$ cat src/rtl/forward_sequencer.sv
// forward_sequencer
//   Layer-by-layer controller for the `forward` datapath. Accepts one input
//   sample, then issues per-layer configuration to `forward` for layers
//   0..LAYER_MAX-1. Each layer gets a previous/current neuron count, a layer
//   number and, on layer 0 only, the start inputs. The sequencer consumes each
//   layer's outputs and returns the last layer's outputs together with a sticky
//   overflow flag. The weight store lives outside this block and is indexed by
//   fw_layer_number.
//
//   Optional build macro: SEQ_TIMEOUT_EN. It adds the TIMEOUT_CYCLES parameter
//   and the timeout_err output port. A watchdog counts cycles in ISSUE and
//   WAIT, and every handshake restarts it. When the count reaches
//   TIMEOUT_CYCLES, the run is abandoned and the block returns to IDLE.
//
// Ports
//   clk, rst                     clock, synchronous active-high reset
//   sample / _valid / _ready     input activations (one lane per neuron)
//   cfg_wr_en/_addr/_data        neuron-count table write (entry 0 = input layer)
//   cfg_error                    one-cycle pulse after a rejected table write
//   fw_curr_neurons*             neuron count of the layer being computed
//   fw_prev_neurons*             neuron count of the layer feeding it
//   fw_start_inputs*             latched sample, offered on layer 0 only
//   fw_layer_number*             layer index, also addresses the weight store
//   fw_outputs/_overflow/_valid/_ready   per-layer results from `forward`
//   result/_overflow/_valid/_ready       final-layer result to the requester
//   busy                         high whenever the sequencer is not IDLE
//   timeout_err                  (SEQ_TIMEOUT_EN only) watchdog expiry pulse
module forward_sequencer #(
`ifdef SEQ_TIMEOUT_EN
  parameter int TIMEOUT_CYCLES      = 1024,
`endif
  parameter int NEURON_NUM          = 5,
  parameter int NEURON_OUTPUT_WIDTH = 10,
  parameter int ACTIVATION_WIDTH    = 9,
  parameter int LAYER_ADDR_WIDTH    = 2,
  parameter int LAYER_MAX           = 3,
  localparam int CNT_W              = $clog2(NEURON_NUM) + 1
) (
  input  logic                                      clk,
  input  logic                                      rst,
  input  logic [NEURON_NUM*ACTIVATION_WIDTH-1:0]    sample,
  input  logic                                      sample_valid,
  output logic                                      sample_ready,
  input  logic                                      cfg_wr_en,
  input  logic [LAYER_ADDR_WIDTH-1:0]               cfg_wr_addr,
  input  logic [CNT_W-1:0]                          cfg_wr_data,
  output logic                                      cfg_error,
  output logic [CNT_W-1:0]                          fw_curr_neurons,
  output logic                                      fw_curr_neurons_valid,
  input  logic                                      fw_curr_neurons_ready,
  output logic [CNT_W-1:0]                          fw_prev_neurons,
  output logic                                      fw_prev_neurons_valid,
  input  logic                                      fw_prev_neurons_ready,
  output logic [NEURON_NUM*ACTIVATION_WIDTH-1:0]    fw_start_inputs,
  output logic                                      fw_start_inputs_valid,
  input  logic                                      fw_start_inputs_ready,
  output logic [LAYER_ADDR_WIDTH-1:0]               fw_layer_number,
  output logic                                      fw_layer_number_valid,
  input  logic                                      fw_layer_number_ready,
  input  logic [NEURON_NUM*NEURON_OUTPUT_WIDTH-1:0] fw_outputs,
  input  logic                                      fw_overflow,
  input  logic                                      fw_outputs_valid,
  output logic                                      fw_outputs_ready,
  output logic [NEURON_NUM*NEURON_OUTPUT_WIDTH-1:0] result,
  output logic                                      result_overflow,
  output logic                                      result_valid,
  input  logic                                      result_ready,
  output logic                                      busy
`ifdef SEQ_TIMEOUT_EN
  ,
  output logic                                      timeout_err
`endif
);

  localparam logic [CNT_W-1:0] NEURON_NUM_C = CNT_W'(NEURON_NUM);

  typedef enum logic [1:0] {S_IDLE, S_ISSUE, S_WAIT, S_DONE} state_t;

  state_t                                    state;
  state_t                                    state_next;
  logic                                      armed;
  logic [LAYER_ADDR_WIDTH-1:0]               layer;
  logic [LAYER_ADDR_WIDTH-1:0]               layer_plus1;
  logic [CNT_W-1:0]                          size_tab [LAYER_MAX+1];
  logic [NEURON_NUM*ACTIVATION_WIDTH-1:0]    sample_q;
  logic [NEURON_NUM*NEURON_OUTPUT_WIDTH-1:0] result_q;
  logic                                      sticky_ovf;
  logic curr_pend, prev_pend, start_pend, lnum_pend;
  logic curr_hs, prev_hs, start_hs, lnum_hs, out_hs;
  logic sample_hs, issue_done, last_layer, cfg_ok, timeout_hit;

  assign layer_plus1 = layer + LAYER_ADDR_WIDTH'(1);
  assign last_layer  = (int'(layer) == LAYER_MAX - 1);

  // armed stays low for the first cycle after reset so that sample_ready
  // shows its reset value even when reset lands in the middle of a run.
  assign sample_hs = (state == S_IDLE) && armed && sample_valid;
  assign curr_hs   = curr_pend  && fw_curr_neurons_ready;
  assign prev_hs   = prev_pend  && fw_prev_neurons_ready;
  assign start_hs  = start_pend && fw_start_inputs_ready;
  assign lnum_hs   = lnum_pend  && fw_layer_number_ready;
  assign out_hs    = (state == S_WAIT) && fw_outputs_valid;

  // The issue phase is finished once no channel is still pending after the
  // handshakes of this cycle. Channels may complete in the same cycle or in
  // separate cycles.
  assign issue_done = !(curr_pend  && !curr_hs)  && !(prev_pend && !prev_hs) &&
                      !(start_pend && !start_hs) && !(lnum_pend && !lnum_hs);

  assign cfg_ok = (state == S_IDLE) &&
                  (int'(cfg_wr_data) >= 1) && (int'(cfg_wr_data) <= NEURON_NUM) &&
                  (int'(cfg_wr_addr) <= LAYER_MAX);

`ifdef SEQ_TIMEOUT_EN
  localparam int TMO_W = $clog2(TIMEOUT_CYCLES) + 1;

  logic [TMO_W-1:0] tmo_cnt;
  logic             any_hs;
  logic             tmo_active;

  assign any_hs      = curr_hs || prev_hs || start_hs || lnum_hs || out_hs;
  assign tmo_active  = (state == S_ISSUE) || (state == S_WAIT);
  assign timeout_hit = tmo_active && !any_hs && (int'(tmo_cnt) == TIMEOUT_CYCLES - 1);
  assign timeout_err = timeout_hit;

  always_ff @(posedge clk) begin
    if (rst || !tmo_active || any_hs) begin
      tmo_cnt <= '0;
    end else begin
      tmo_cnt <= tmo_cnt + TMO_W'(1);
    end
  end
`else
  assign timeout_hit = 1'b0;
`endif

  always_ff @(posedge clk) begin
    if (rst) begin
      state <= S_IDLE;
    end else begin
      state <= state_next;
    end
  end

  always_comb begin
    state_next = state;
    case (state)
      S_IDLE:  if (sample_hs)    state_next = S_ISSUE;
      S_ISSUE: if (issue_done)   state_next = S_WAIT;
      S_WAIT:  if (out_hs)       state_next = last_layer ? S_DONE : S_ISSUE;
      S_DONE:  if (result_ready) state_next = S_IDLE;
      default:                   state_next = S_IDLE;
    endcase
    if (timeout_hit) begin
      state_next = S_IDLE;
    end
  end

  always_ff @(posedge clk) begin
    if (rst) begin
      armed      <= 1'b0;
      layer      <= '0;
      sample_q   <= '0;
      result_q   <= '0;
      sticky_ovf <= 1'b0;
      cfg_error  <= 1'b0;
      curr_pend  <= 1'b0;
      prev_pend  <= 1'b0;
      start_pend <= 1'b0;
      lnum_pend  <= 1'b0;
      for (int i = 0; i <= LAYER_MAX; i++) begin
        size_tab[i] <= NEURON_NUM_C;
      end
    end else begin
      armed     <= 1'b1;
      cfg_error <= cfg_wr_en && !cfg_ok;
      if (cfg_wr_en && cfg_ok) begin
        size_tab[cfg_wr_addr] <= cfg_wr_data;
      end
      if (sample_hs) begin
        sample_q   <= sample;
        sticky_ovf <= 1'b0;
        layer      <= '0;
      end
      if (out_hs) begin
        result_q   <= fw_outputs;
        sticky_ovf <= sticky_ovf | fw_overflow;
        if (!last_layer) begin
          layer <= layer_plus1;
        end
      end
      // Each channel's valid is raised on entry to ISSUE and dropped the
      // cycle after its own handshake. Start inputs are offered only when
      // entering from IDLE, which is always layer 0.
      if (timeout_hit) begin
        curr_pend  <= 1'b0;
        prev_pend  <= 1'b0;
        start_pend <= 1'b0;
        lnum_pend  <= 1'b0;
      end else if ((state_next == S_ISSUE) && (state != S_ISSUE)) begin
        curr_pend  <= 1'b1;
        prev_pend  <= 1'b1;
        lnum_pend  <= 1'b1;
        start_pend <= (state == S_IDLE);
      end else begin
        if (curr_hs)  curr_pend  <= 1'b0;
        if (prev_hs)  prev_pend  <= 1'b0;
        if (start_hs) start_pend <= 1'b0;
        if (lnum_hs)  lnum_pend  <= 1'b0;
      end
    end
  end

  always_comb begin
    sample_ready          = (state == S_IDLE) && armed;
    busy                  = (state != S_IDLE);
    fw_outputs_ready      = (state == S_WAIT);
    result_valid          = (state == S_DONE);
    result_overflow       = (state == S_DONE) && sticky_ovf;
    result                = result_q;
    fw_curr_neurons_valid = curr_pend;
    fw_prev_neurons_valid = prev_pend;
    fw_start_inputs_valid = start_pend;
    fw_layer_number_valid = lnum_pend;
    fw_prev_neurons       = size_tab[layer];
    fw_curr_neurons       = size_tab[layer_plus1];
    fw_layer_number       = layer;
    fw_start_inputs       = sample_q;
  end

endmodule

$ cat config.mk
export PLATFORM = sky130hd
export DESIGN_NAME = forward_sequencer
export DESIGN_NICKNAME = d
export VERILOG_FILES = /design/src/rtl/forward_sequencer.sv
export SDC_FILE = /design/constraint.sdc
export NUM_CORES = 1
export LEC_CHECK = 0
export ABC_AREA = 0
export BUFFER_PORTS_ARGS = -buffer_cell sky130_fd_sc_hd__buf_2
export CAP_MARGIN = 20
export CORE_ASPECT_RATIO = 1.1
export CORE_MARGIN = 4
export CORE_UTILIZATION = 29
export CTS_CLUSTER_DIAMETER = 80
export CTS_CLUSTER_SIZE = 14
export DETAILED_ROUTE_END_ITERATION = 12
export PLACE_DENSITY = 0.6
export SLEW_MARGIN = 20
export SYNTH_ARGS = -nofsm -noshare
export SYNTH_HDL_FRONTEND = slang
export SYNTH_SLANG_ARGS = --single-unit
$ cat constraint.sdc
create_clock -name clk -period 2.4 [get_ports clk]
set_input_delay 0.48 -clock clk [delete_from_list [all_inputs] [get_ports clk]]
set_output_delay 0.48 -clock clk [all_outputs]
set_load 0.05 [all_outputs]
==> summary.txt <==
Status
  • Status: completed

Yosys
  • Post-synthesis register bit count: 122
  • Cells after synthesis: between 500 and 600
  • Synth area leader: dfxtp_1
  • Synth Warn #: 0
  • Seq/Total Area, Yosys: 56.7%
  • Mean area per synthesized cell: approximately 8.7 um^2
  • Post-synth EDFFs: 16
  • Cell variety after synth: 39
  • Mapped cell area: 4590 um^2
  • Top cells by area, synth: dfxtp_1 46%, nand2_1 16%, a21oi_1 11%
  • Post-synth top area share: roughly 46%
  • Synth async-reset ratio: 0%
  • Ys flop type: dfxtp_1

GRT
  • Total gr overflow: 0
  • Vias in the first global route: 4192
  • First-pass GRT wire length: approximately 22000 um
  • Antenna violations before repair: 0
  • Largest net degree at the start of global routing: 63
  • Gr usage total: 15.3%

Finish
  • Most frequent cells in the layout: 222 x buf_2, 198 x nand2_1, 104 x dfxtp_1
  • Finished layout cell area: roughly 6700 um^2
  • Multi-input logic area: 1850 um^2
  • Layout cells sized above 1: between 30% and 40%
  • FILL cells: approximately 1600
  • Area growth syn-to-layout: 45.0%
  • Final Core Density: between 40% and 50%
  • Nets: 864
  • N_diodes: 0
  • Sequential cell area: approximately 2600 um^2
  • Most common cell after layout, fill and taps aside: buf_2

Floorplanning
  • Die area: about 18000 um^2
  • Die Y: roughly 140 um
  • Rows: between 40 and 50
  • I/O Pins: between 200 and 250
  • Core area: approximately 15000 um^2
  • DIE WIDTH: 128 um
  • Starting Density: between 30 and 40%

STA
  • Worst-Margin Slew: roughly 680 ps
  • Final Hold Fails: 0
  • Period utilisation layout: 97.1%
  • Slew Limit Fails: 0
  • Rel. slew slack: a little over half
  • Worst hold margin: slightly above 300 ps
  • Setup TNS: 0 ps
  • Final Setup Violations: 0
  • Max Clk Rate: approximately 430 MHz
  • RSZ-0062 raised after global routing: no
  • Period minus WS final: between 2000 and 2500 ps
  • Final clock skew: just under 5 ps

CTS
  • Root buffer cell: clkbuf_16
  • CTS buffer count: 17
  • H-tree lvl count: 4
  • CTS tree: done
  • Clk sinks: 122
  • Clock transition at path regs: roughly 60 ps
  • Bufs on Longest Clock Path: 2
  • Skew-Pair Late Insertion Delay: around 400 ps

Routing
  • Drt first pass iters: 6
  • WL/cell: 14.3 um
  • Final ANT Viol Nets: 0
  • WL final: 13700 um
  • Average vias per placed instance: 4.52
  • DRC Markers: 0
  • Number of DRC markers in iteration 0: 168
  • Vias: approximately 4300

Pwr
  • Max VDD drop: between 0.5 and 0.6 mV
  • Power per cell area: between 800 and 900 nW/um^2
  • LEAKAGE: just under 3 nW

Setup path
  • Req. time, crit path: approximately 1900 ps
  • Critical path endpoint category: primary output
  • Critical Path Start Type: flip-flop
  • Worst EP arrival: between 1500 and 2000 ps
  • Reg-to-reg startpoint: state[0]
  • Kind of critical path: reg -> out
  • Reg2Reg Depth: 4
  • CP Max Fanout: 6
  • Reg2reg end: size_tab[3][1]
  • Reg2reg setup slack: around 560 ps
  • CP max stage delay: 530 ps
  • Setup crit end: fw_curr_neurons[2]
  • Critical path's slowest cell: mux4_2
  • Crit path cell chain: inv_2 -> ha_4 -> mux4_2 -> buf_8
  • Critical path launch point: fw_layer_number[1]

Worst hold path
  • Min-Delay Path Class: in -> reg
  • Hold_sp: fw_outputs[34]

Run
  • Maximum capacitance violations: 0

Placement
  • Port Buf Inserts: roughly 230
  • Dpl hpwl: ~9800 um
  • Placed cell area: approximately 6000 um^2
  • Routability-driven placement congestion ratio: 0.751
-- cells in the mapped netlist (2+ instances only) --
cell type	instances
a21o_1	3
a21oi_1	101
a41o_1	2
buf_2	12
clkbuf_1	24
dfxtp_1	106
edfxtp_1	16
ha_1	2
inv_1	6
mux4_2	8
nand2_1	198
nand2b_1	5
nand3_1	5
nor2_1	7
nor2b_1	2
nor3_1	4
nor3_2	2
-- worst max-delay path, delay by kind of cell, from the launching register on --
kind       cells  cell delay [ps]
buf+inv        2              230
mux            1              530
flops          1              390
fa+ha+maj      1              300
-- repair_timing --
action	CTS	global route
setup endpoints to repair	3	3
pin swaps	0	1
resized for setup	9	2
gates cloned	0	0
setup buffers	0	2
hold buffers	0	0
-- area by class of cell --
cell class | instances | area share (%)
timing repair buffer | 239 | 19.6
multi-input combinational | 364 | 27.7
sequential | 122 | 39.2
clock inverter | 14 | 2.91
tap | 196 | 3.68
inverter | 6 | 0.338
clock buffer | 18 | 6.60
-- worst min-delay path by stage --
| stage | slack (ps) | depth (start not counted) | end |
|---|---|---|---|
| floorplan | 480 | 2 | sticky_ovf |
| global placement | 440 | 2 | result[7] |
| detailed placement | 440 | 2 | fw_start_inputs[14] |
| CTS | 280 | 3 | result[36] |
| global route | 290 | 3 | fw_start_inputs[8] |
| finish | 310 | 3 | result[34] |
-- sequential cells by signal, indices dropped and copies added, names as in the netlist --
name / flops
fw_layer_number_valid: 1
sticky_ovf: 1
fw_start_inputs_valid: 1
fw_curr_neurons_valid: 1
armed: 1
fw_prev_neurons_valid: 1
size_tab: 16
result: 50
fw_layer_number: 2
fw_start_inputs: 45
state: 2
cfg_error: 1
-- cells by family after synthesis --
group,share of synthesized area (%)
fa+ha+maj,0.545
mux,4.14
other cells,0.0817
flops,56.7
compound gates,12.9
simple gates,21.9
buf+inv,3.76
-- per-stage QoR --
stage          setup slack [ps]  power (mW)  std cells
2_1_floorplan              63.1        2.71        528
3_3_place_gp                295        2.96        925
3_5_place_dp                256        2.96        925
4_1_cts                   -1.94        5.72        957
5_1_grt                    3.31        5.86        959
6_report                   70.6        5.63        959
-- power by group --
part / switching, mW / internal (mW) / leakage, nW
clock network: 0.951 / 1.77 / 0.303
logic: 0.502 / 0.216 / 1.60
registers: 0.0433 / 2.15 / 0.999
-- layer usage --
metal	wire length, um	global-route usage, %	share of wire, %	vias to the layer above
met1	5520	18.0	40	1969
li1	-	-	-	2199
met4	178	5.75	1.3	0
met2	6670	24.7	49	150
met3	1320	6.66	9.7	13
met5	0	0	0	-
(Power assumes the default switching activity.)
